File: src/rtl/mmu_arbiter_pkg.sv
// ---------------------------------------------------------------------------
// mmu_arbiter_pkg
//   Shared types for the MMU memory arbiter.
//   - mmu_state_e : arbiter FSM state (IDLE / READ / WRITE)
//   - mmu_owner_e : which cache side owns the current transfer
//   - rr_pick     : round-robin owner selection between inst and data sides
// ---------------------------------------------------------------------------
package mmu_arbiter_pkg;

    typedef enum logic [1:0] {
        IDLE  = 2'd0,
        READ  = 2'd1,
        WRITE = 2'd2
    } mmu_state_e;

    typedef enum logic {
        OWNER_INST = 1'b0,
        OWNER_DATA = 1'b1
    } mmu_owner_e;

    // On a conflict the side that was not granted last wins; otherwise the
    // only active side wins. With no request the result is don't-care.
    function automatic mmu_owner_e rr_pick(input logic       inst_v,
                                           input logic       data_v,
                                           input mmu_owner_e last);
        if (inst_v && data_v)
            return (last == OWNER_INST) ? OWNER_DATA : OWNER_INST;
        else if (data_v)
            return OWNER_DATA;
        else
            return OWNER_INST;
    endfunction

endpackage

File: src/rtl/mmu_arbiter.sv
// ---------------------------------------------------------------------------
// mmu_arbiter
//   Arbitrates instruction-cache line fills and data-cache fills/write-backs
//   onto a narrow memory bus. A whole line is moved as BEATS bus beats, each
//   beat completing on mem_ack. The owner's done output pulses for one cycle
//   after the last beat; read lines are then held on inst_line / data_rline.
//
// Ports
//   clk, reset_n        : clock, asynchronous active-low reset
//   inst_read_req       : icache fill request
//   inst_addr           : icache fill byte address
//   inst_line           : last line filled for the icache
//   inst_done           : one-cycle icache completion pulse
//   data_read_req       : dcache fill request
//   data_write_req      : dcache write-back request (wins over read)
//   data_addr           : dcache byte address
//   data_wline          : dcache write-back line
//   data_rline          : last line filled for the dcache
//   data_done           : one-cycle dcache completion pulse
//   mem_addr            : beat byte address
//   mem_rd, mem_wr      : beat read / write strobes
//   mem_wdata           : write beat data
//   mem_rdata           : read beat data (valid with mem_ack)
//   mem_ack             : beat accepted / read data valid
//   state               : current FSM state
// ---------------------------------------------------------------------------
module mmu_arbiter
    import mmu_arbiter_pkg::*;
#(
    parameter int ADDR_WIDTH = 32,
    parameter int LINE_WIDTH = 256,
    parameter int BUS_WIDTH  = 32
) (
    input  logic                  clk,
    input  logic                  reset_n,

    input  logic                  inst_read_req,
    input  logic [ADDR_WIDTH-1:0] inst_addr,
    output logic [LINE_WIDTH-1:0] inst_line,
    output logic                  inst_done,

    input  logic                  data_read_req,
    input  logic                  data_write_req,
    input  logic [ADDR_WIDTH-1:0] data_addr,
    input  logic [LINE_WIDTH-1:0] data_wline,
    output logic [LINE_WIDTH-1:0] data_rline,
    output logic                  data_done,

    output logic [ADDR_WIDTH-1:0] mem_addr,
    output logic                  mem_rd,
    output logic                  mem_wr,
    output logic [BUS_WIDTH-1:0]  mem_wdata,
    input  logic [BUS_WIDTH-1:0]  mem_rdata,
    input  logic                  mem_ack,
    output mmu_state_e            state
);

    localparam int BEATS   = LINE_WIDTH / BUS_WIDTH;
    localparam int BEAT_W  = (BEATS > 1) ? $clog2(BEATS) : 1;
    localparam int OFF_W   = $clog2(LINE_WIDTH / 8);
    localparam int BYTE_SH = $clog2(BUS_WIDTH / 8);
    localparam logic [BEAT_W-1:0] LAST_BEAT = BEAT_W'(BEATS - 1);

    mmu_state_e            r_state;
    mmu_state_e            w_state_nxt;
    mmu_owner_e            r_owner;
    mmu_owner_e            r_last;
    mmu_owner_e            w_grant_owner;
    logic [ADDR_WIDTH-1:0] r_base;
    logic [ADDR_WIDTH-1:0] w_beat_addr;
    logic [BEAT_W-1:0]     r_beat;
    logic [LINE_WIDTH-1:0] r_wline;
    logic [LINE_WIDTH-1:0] r_rbuf;
    logic [LINE_WIDTH-1:0] w_rbuf_upd;
    logic [LINE_WIDTH-1:0] r_inst_line;
    logic [LINE_WIDTH-1:0] r_data_line;
    logic                  r_inst_done;
    logic                  r_data_done;
    logic                  w_inst_req;
    logic                  w_data_req;
    logic                  w_grant;
    logic                  w_grant_wr;
    logic                  w_last_ack;

    function automatic logic [ADDR_WIDTH-1:0] line_base(input logic [ADDR_WIDTH-1:0] a);
        return {a[ADDR_WIDTH-1:OFF_W], {OFF_W{1'b0}}};
    endfunction

    // A side whose done is high this cycle is still showing the request it
    // was just served for, so it is masked out of arbitration.
    assign w_inst_req    = inst_read_req & ~r_inst_done;
    assign w_data_req    = (data_read_req | data_write_req) & ~r_data_done;
    assign w_grant_owner = rr_pick(w_inst_req, w_data_req, r_last);
    assign w_grant       = (r_state == IDLE) & (w_inst_req | w_data_req);
    assign w_grant_wr    = (w_grant_owner == OWNER_DATA) & data_write_req;
    assign w_last_ack    = (r_state != IDLE) & mem_ack & (r_beat == LAST_BEAT);
    assign w_beat_addr   = r_base + (ADDR_WIDTH'(r_beat) << BYTE_SH);

    // Read buffer with the beat currently on the bus merged in, so the final
    // beat lands in the delivered line on the same edge.
    always_comb begin
        w_rbuf_upd = r_rbuf;
        w_rbuf_upd[r_beat*BUS_WIDTH +: BUS_WIDTH] = mem_rdata;
    end

    // FSM state register
    always_ff @(posedge clk or negedge reset_n) begin
        if (!reset_n)
            r_state <= IDLE;
        else
            r_state <= w_state_nxt;
    end

    // FSM next state
    always_comb begin
        w_state_nxt = r_state;
        case (r_state)
            IDLE: begin
                if (w_grant)
                    w_state_nxt = w_grant_wr ? WRITE : READ;
            end
            READ, WRITE: begin
                if (w_last_ack)
                    w_state_nxt = IDLE;
            end
            default: w_state_nxt = IDLE;
        endcase
    end

    // FSM outputs: bus strobes, address and write data
    always_comb begin
        mem_rd    = 1'b0;
        mem_wr    = 1'b0;
        mem_addr  = '0;
        mem_wdata = '0;
        case (r_state)
            READ: begin
                mem_rd   = 1'b1;
                mem_addr = w_beat_addr;
            end
            WRITE: begin
                mem_wr    = 1'b1;
                mem_addr  = w_beat_addr;
                mem_wdata = r_wline[r_beat*BUS_WIDTH +: BUS_WIDTH];
            end
            default: ;
        endcase
    end

    // Grant capture, beat counter, line registers and done pulses
    always_ff @(posedge clk or negedge reset_n) begin
        if (!reset_n) begin
            r_owner     <= OWNER_INST;
            r_last      <= OWNER_INST;
            r_base      <= '0;
            r_beat      <= '0;
            r_wline     <= '0;
            r_rbuf      <= '0;
            r_inst_line <= '0;
            r_data_line <= '0;
            r_inst_done <= 1'b0;
            r_data_done <= 1'b0;
        end else begin
            r_inst_done <= 1'b0;
            r_data_done <= 1'b0;
            if (w_grant) begin
                r_owner <= w_grant_owner;
                r_last  <= w_grant_owner;
                r_base  <= line_base((w_grant_owner == OWNER_INST) ? inst_addr : data_addr);
                r_beat  <= '0;
                if (w_grant_wr)
                    r_wline <= data_wline;
            end else if ((r_state != IDLE) && mem_ack) begin
                if (r_state == READ)
                    r_rbuf <= w_rbuf_upd;
                if (w_last_ack) begin
                    r_beat <= '0;
                    if (r_owner == OWNER_INST)
                        r_inst_done <= 1'b1;
                    else
                        r_data_done <= 1'b1;
                    if (r_state == READ) begin
                        if (r_owner == OWNER_INST)
                            r_inst_line <= w_rbuf_upd;
                        else
                            r_data_line <= w_rbuf_upd;
                    end
                end else begin
                    r_beat <= r_beat + 1'b1;
                end
            end
        end
    end

    assign inst_line  = r_inst_line;
    assign data_rline = r_data_line;
    assign inst_done  = r_inst_done;
    assign data_done  = r_data_done;
    assign state      = r_state;

endmodule

File: config.mk
export PLATFORM = sky130hd
export DESIGN_NAME = mmu_arbiter
export DESIGN_NICKNAME = d
export VERILOG_FILES = /design/src/rtl/mmu_arbiter_pkg.sv /design/src/rtl/mmu_arbiter.sv
export SDC_FILE = /design/constraint.sdc
export NUM_CORES = 2
export LEC_CHECK = 0
export ABC_AREA = 1
export BUFFER_PORTS_ARGS = -buffer_cell sky130_fd_sc_hd__buf_2
export CORE_AREA = 2 2 363 365
export DETAILED_ROUTE_END_ITERATION = 7
export DIE_AREA = 0 0 365 367
export GPL_ROUTABILITY_DRIVEN = 0
export PLACE_DENSITY = 0.61
export SLEW_MARGIN = 20
export SYNTH_ARGS = -nofsm -noshare
export SYNTH_HDL_FRONTEND = slang
export SYNTH_SLANG_ARGS = --single-unit
export TNS_END_PERCENT = 30
File: constraint.sdc
create_clock -name clk -period 3.5 [get_ports clk]
set_input_delay 0.7 -clock clk [delete_from_list [all_inputs] [get_ports clk]]
set_output_delay 0.7 -clock clk [all_outputs]
set_load 0.01 [all_outputs]
==> flow_summary.ini <==
[sta]
hold_violations = 0
fin_skew_ps = 75.4
whs_ps = 178
fin_crit_ps = 3440
fmax_mhz = 290
rsz0062_at_grt = no
finalCritPeriodShare_pct = 98.4
setup_ws_ps = 57.1
tightestPinTransition_ps = 996
slew_viol_final = 0
max_slew_margin_pct = 33.6
finalSetupViolCount = 0
tns_ps = 0

[worst_setup_path]
reg2reg_to = inst_line[235]
slowest_delay_ps = 520
crit_end = mem_wdata[11]
ff2ff_setup_slack_ps = 360
start_kind = flop
crit_arrival_ps = 2740
crit_fanout = 56
r2r-start = r_beat[0]
cp.depth = 7
critPathLaunch = r_beat[0]
cp_top_family = buffers and inverters
path_cells = inv_6, buf_12, o21ai_0, o211ai_1, nand2_1, nor2_2, buf_2
rr_worst_depth = 9
cp_data_required_time_ps = 2800
cp_num_buf_inv = 3
worstSetupPathType = reg -> out
endpoint_kind = primary output
crit_slowest_cell = dfrtp_4

[placed_design]
dp.cells = 7861
place_ws_ps = 420
place_area_sq_um = 52200
place_hpwl_mm = 124
numPortBuffers = 927

[yosys]
synthMostInstantiatedCell = nand2_1
synth_edf_count = 0
yosys.area.top_type = dfrtp_1
ys_async_sr_fraction_pct = 100
yosysSeqAreaShare_pct = 57.9
yosysTopAreaCellShare_pct = 57.9
synth_seq_cells = 1059
syn_area_sq_um = 45800
synth_common_cells = nand2_1, dfrtp_1, o21ai_0, nand3_1, nor2_1
avgSynthCellArea_sq_um = 8.40
yosys-top-cells-area = dfrtp_1, nand2_1, o21ai_0
ys_warn_count = 0
yosysUniqueCellTypes = 27
netlist_instances = 5454
synth_top_flop_cell = dfrtp_1

[floorplan]
io_pins = 940
core_sq_um = 130000
row_count = 133
fp.dieW_microns = 365
die_h_microns = 367
start_util_pct = 35.1
die_area_sq_um = 134000

[route]
first_pass_iters = 6
avgViaCountPerCell = 5.11
drt_iter0_markers = 4374
drt-total-wl_mm = 174
ant_nets = 0
drc_errors = 0
wl_per_cell_microns = 21.5
route.vias.total = 41300

[cts]
cts_made_buffers = 113
cts-root-buf = clkbuf_16
clk_pin_slew_ps = 60
clk_latency_ps = 770
cts_tree = done
clockBufferDepth = 3
cts.sinks = 1059
htreeDepth = 3

[cells_and_area]
fill_cells = 13100
utilization_pct = 43.1
area_delta_synth_final_pct = 22.8
fin_cells = 8079
num-nets-final = 6590
final_area_sq_um = 56300
drive_above_1_share_pct = 20.4

[power_and_ir_drop]
vdd_drop_max_v = 0.000493
p_switching_mw = 16.6
power_density_nw_per_um2 = 759
p_clk_share_pct = 29.2
seqPwrFrac_pct = 38.3
p_int_mw = 26.1
p_leak_nw = 29.7
p_sw_share_pct = 39.0
power_mw = 42.7
p_comb_share_pct = 32.5

[grt]
overflow = 0
grt_pass1_vias = 38900
antenna_found_initial = 32
grt_util_all_layers_pct = 25.3
grt_pass1_wl_mm = 254
grt_max_degree = 193

[job]
drv_cap = 0

[status]
outcome = complete, no violations

[hold_path]
holdCritPathClass = in -> reg
min_path_cells = 3
[timing repair]
item                       CTS  global route
setup buffers                0             0
setup endpoints to repair   24             6
hold endpoints to repair    15             0
resized for setup           22             6
hold buffers                 1             0
[state kept, by name, indices dropped and copies added, names as in the netlist]
name        flops
r_wline       256
state           2
r_last          1
data_rline    256
data_done       1
r_base         27
inst_line     256
r_rbuf        256
inst_done       1
r_beat          3
[area by class of cell]
class                   instances  area [sq um]  area share, %
clock inverters                46           572           1.02
multi-input cells            3880         17100           30.4
flip-flops and latches       1059         26500           47.1
diodes                         10          25.0         0.0445
repair buffers               1051          6100           10.8
well taps                    1755          2200           3.90
inverters                     118           458          0.814
clock buffers                 160          3310           5.87
[layout by cell type (no fill, tap or decap), drive strengths merged]
| cell type | netlist | layout |
|---|---|---|
| buf | 216 | 1049 |
| nor2 | 297 | 297 |
| o22ai | 33 | 33 |
| o21bai | 66 | 66 |
| o211ai | 59 | 59 |
| dlygate4sd3 | 0 | 1 |
| inv | 117 | 121 |
| a21oi | 56 | 56 |
| diode | 0 | 10 |
| clkinv | 1 | 31 |
| conb | 1 | 2 |
| nand2 | 2067 | 2067 |
| nor3 | 2 | 2 |
| nand4 | 1 | 1 |
| bufinv | 0 | 8 |
| o21ai | 770 | 770 |
| dfrtp | 1059 | 1059 |
| ha | 9 | 9 |
| clkbuf | 182 | 161 |
| nand3 | 518 | 518 |
| clkinvlp | 0 | 4 |
[per-layer routing]
| metal | part of all wire (%) | GRT usage [%] | vias to the layer above | routed length [microns] |
|---|---|---|---|---|
| li1 | - | - | 19300 | - |
| met1 | 40 | 32.3 | 20000 | 69100 |
| met2 | 48 | 41.2 | 1655 | 83100 |
| met3 | 7.5 | 4.80 | 312 | 13100 |
| met4 | 4.7 | 11.8 | 26 | 8180 |
| met5 | 0.093 | 0 | - | 162 |
[power by group through the flow]
stage                     combinational, mW  clock, mW  sequential [mW]
after floorplan                        8.50          0             16.2
after global placement                 13.6          0             16.4
after detailed placement               13.8          0             16.5
after CTS                              14.0       12.7             16.3
after global routing                   15.4       13.2             16.7
final                                  13.9       12.5             16.4
[how the worst min path moves through the flow]
stage                     slack (ps)             from      endpoint
final                            180   data_wline[10]   r_wline[10]
after global routing             170  data_wline[141]  r_wline[141]
after CTS                        120  data_wline[152]  r_wline[152]
after detailed placement         450     r_wline[217]  r_wline[217]
after global placement           450     r_wline[170]  r_wline[170]
after floorplan                  400          reset_n     data_done
[worst reg2reg max path, cell delays in order, from the launching register on]
cell and delay, ps:
dfrtp_4 460, inv_6 100, ha_1 240, ha_2 300
buf_4 230, nor2_1 650, nand2_1 470, nand2_1 170
o21ai_0 230, o21ai_0 250
[cell families after synthesis]
logic type | synth area share, %
buffers and inverters | 5.16
AND/OR/NAND/NOR | 25.2
other | 0.00819
AO/OA/AOI/OAI | 11.5
flip-flops | 57.9
adder cells (fa/ha/maj) | 0.246
Note: power is estimated with default switching activity, not from simulation.
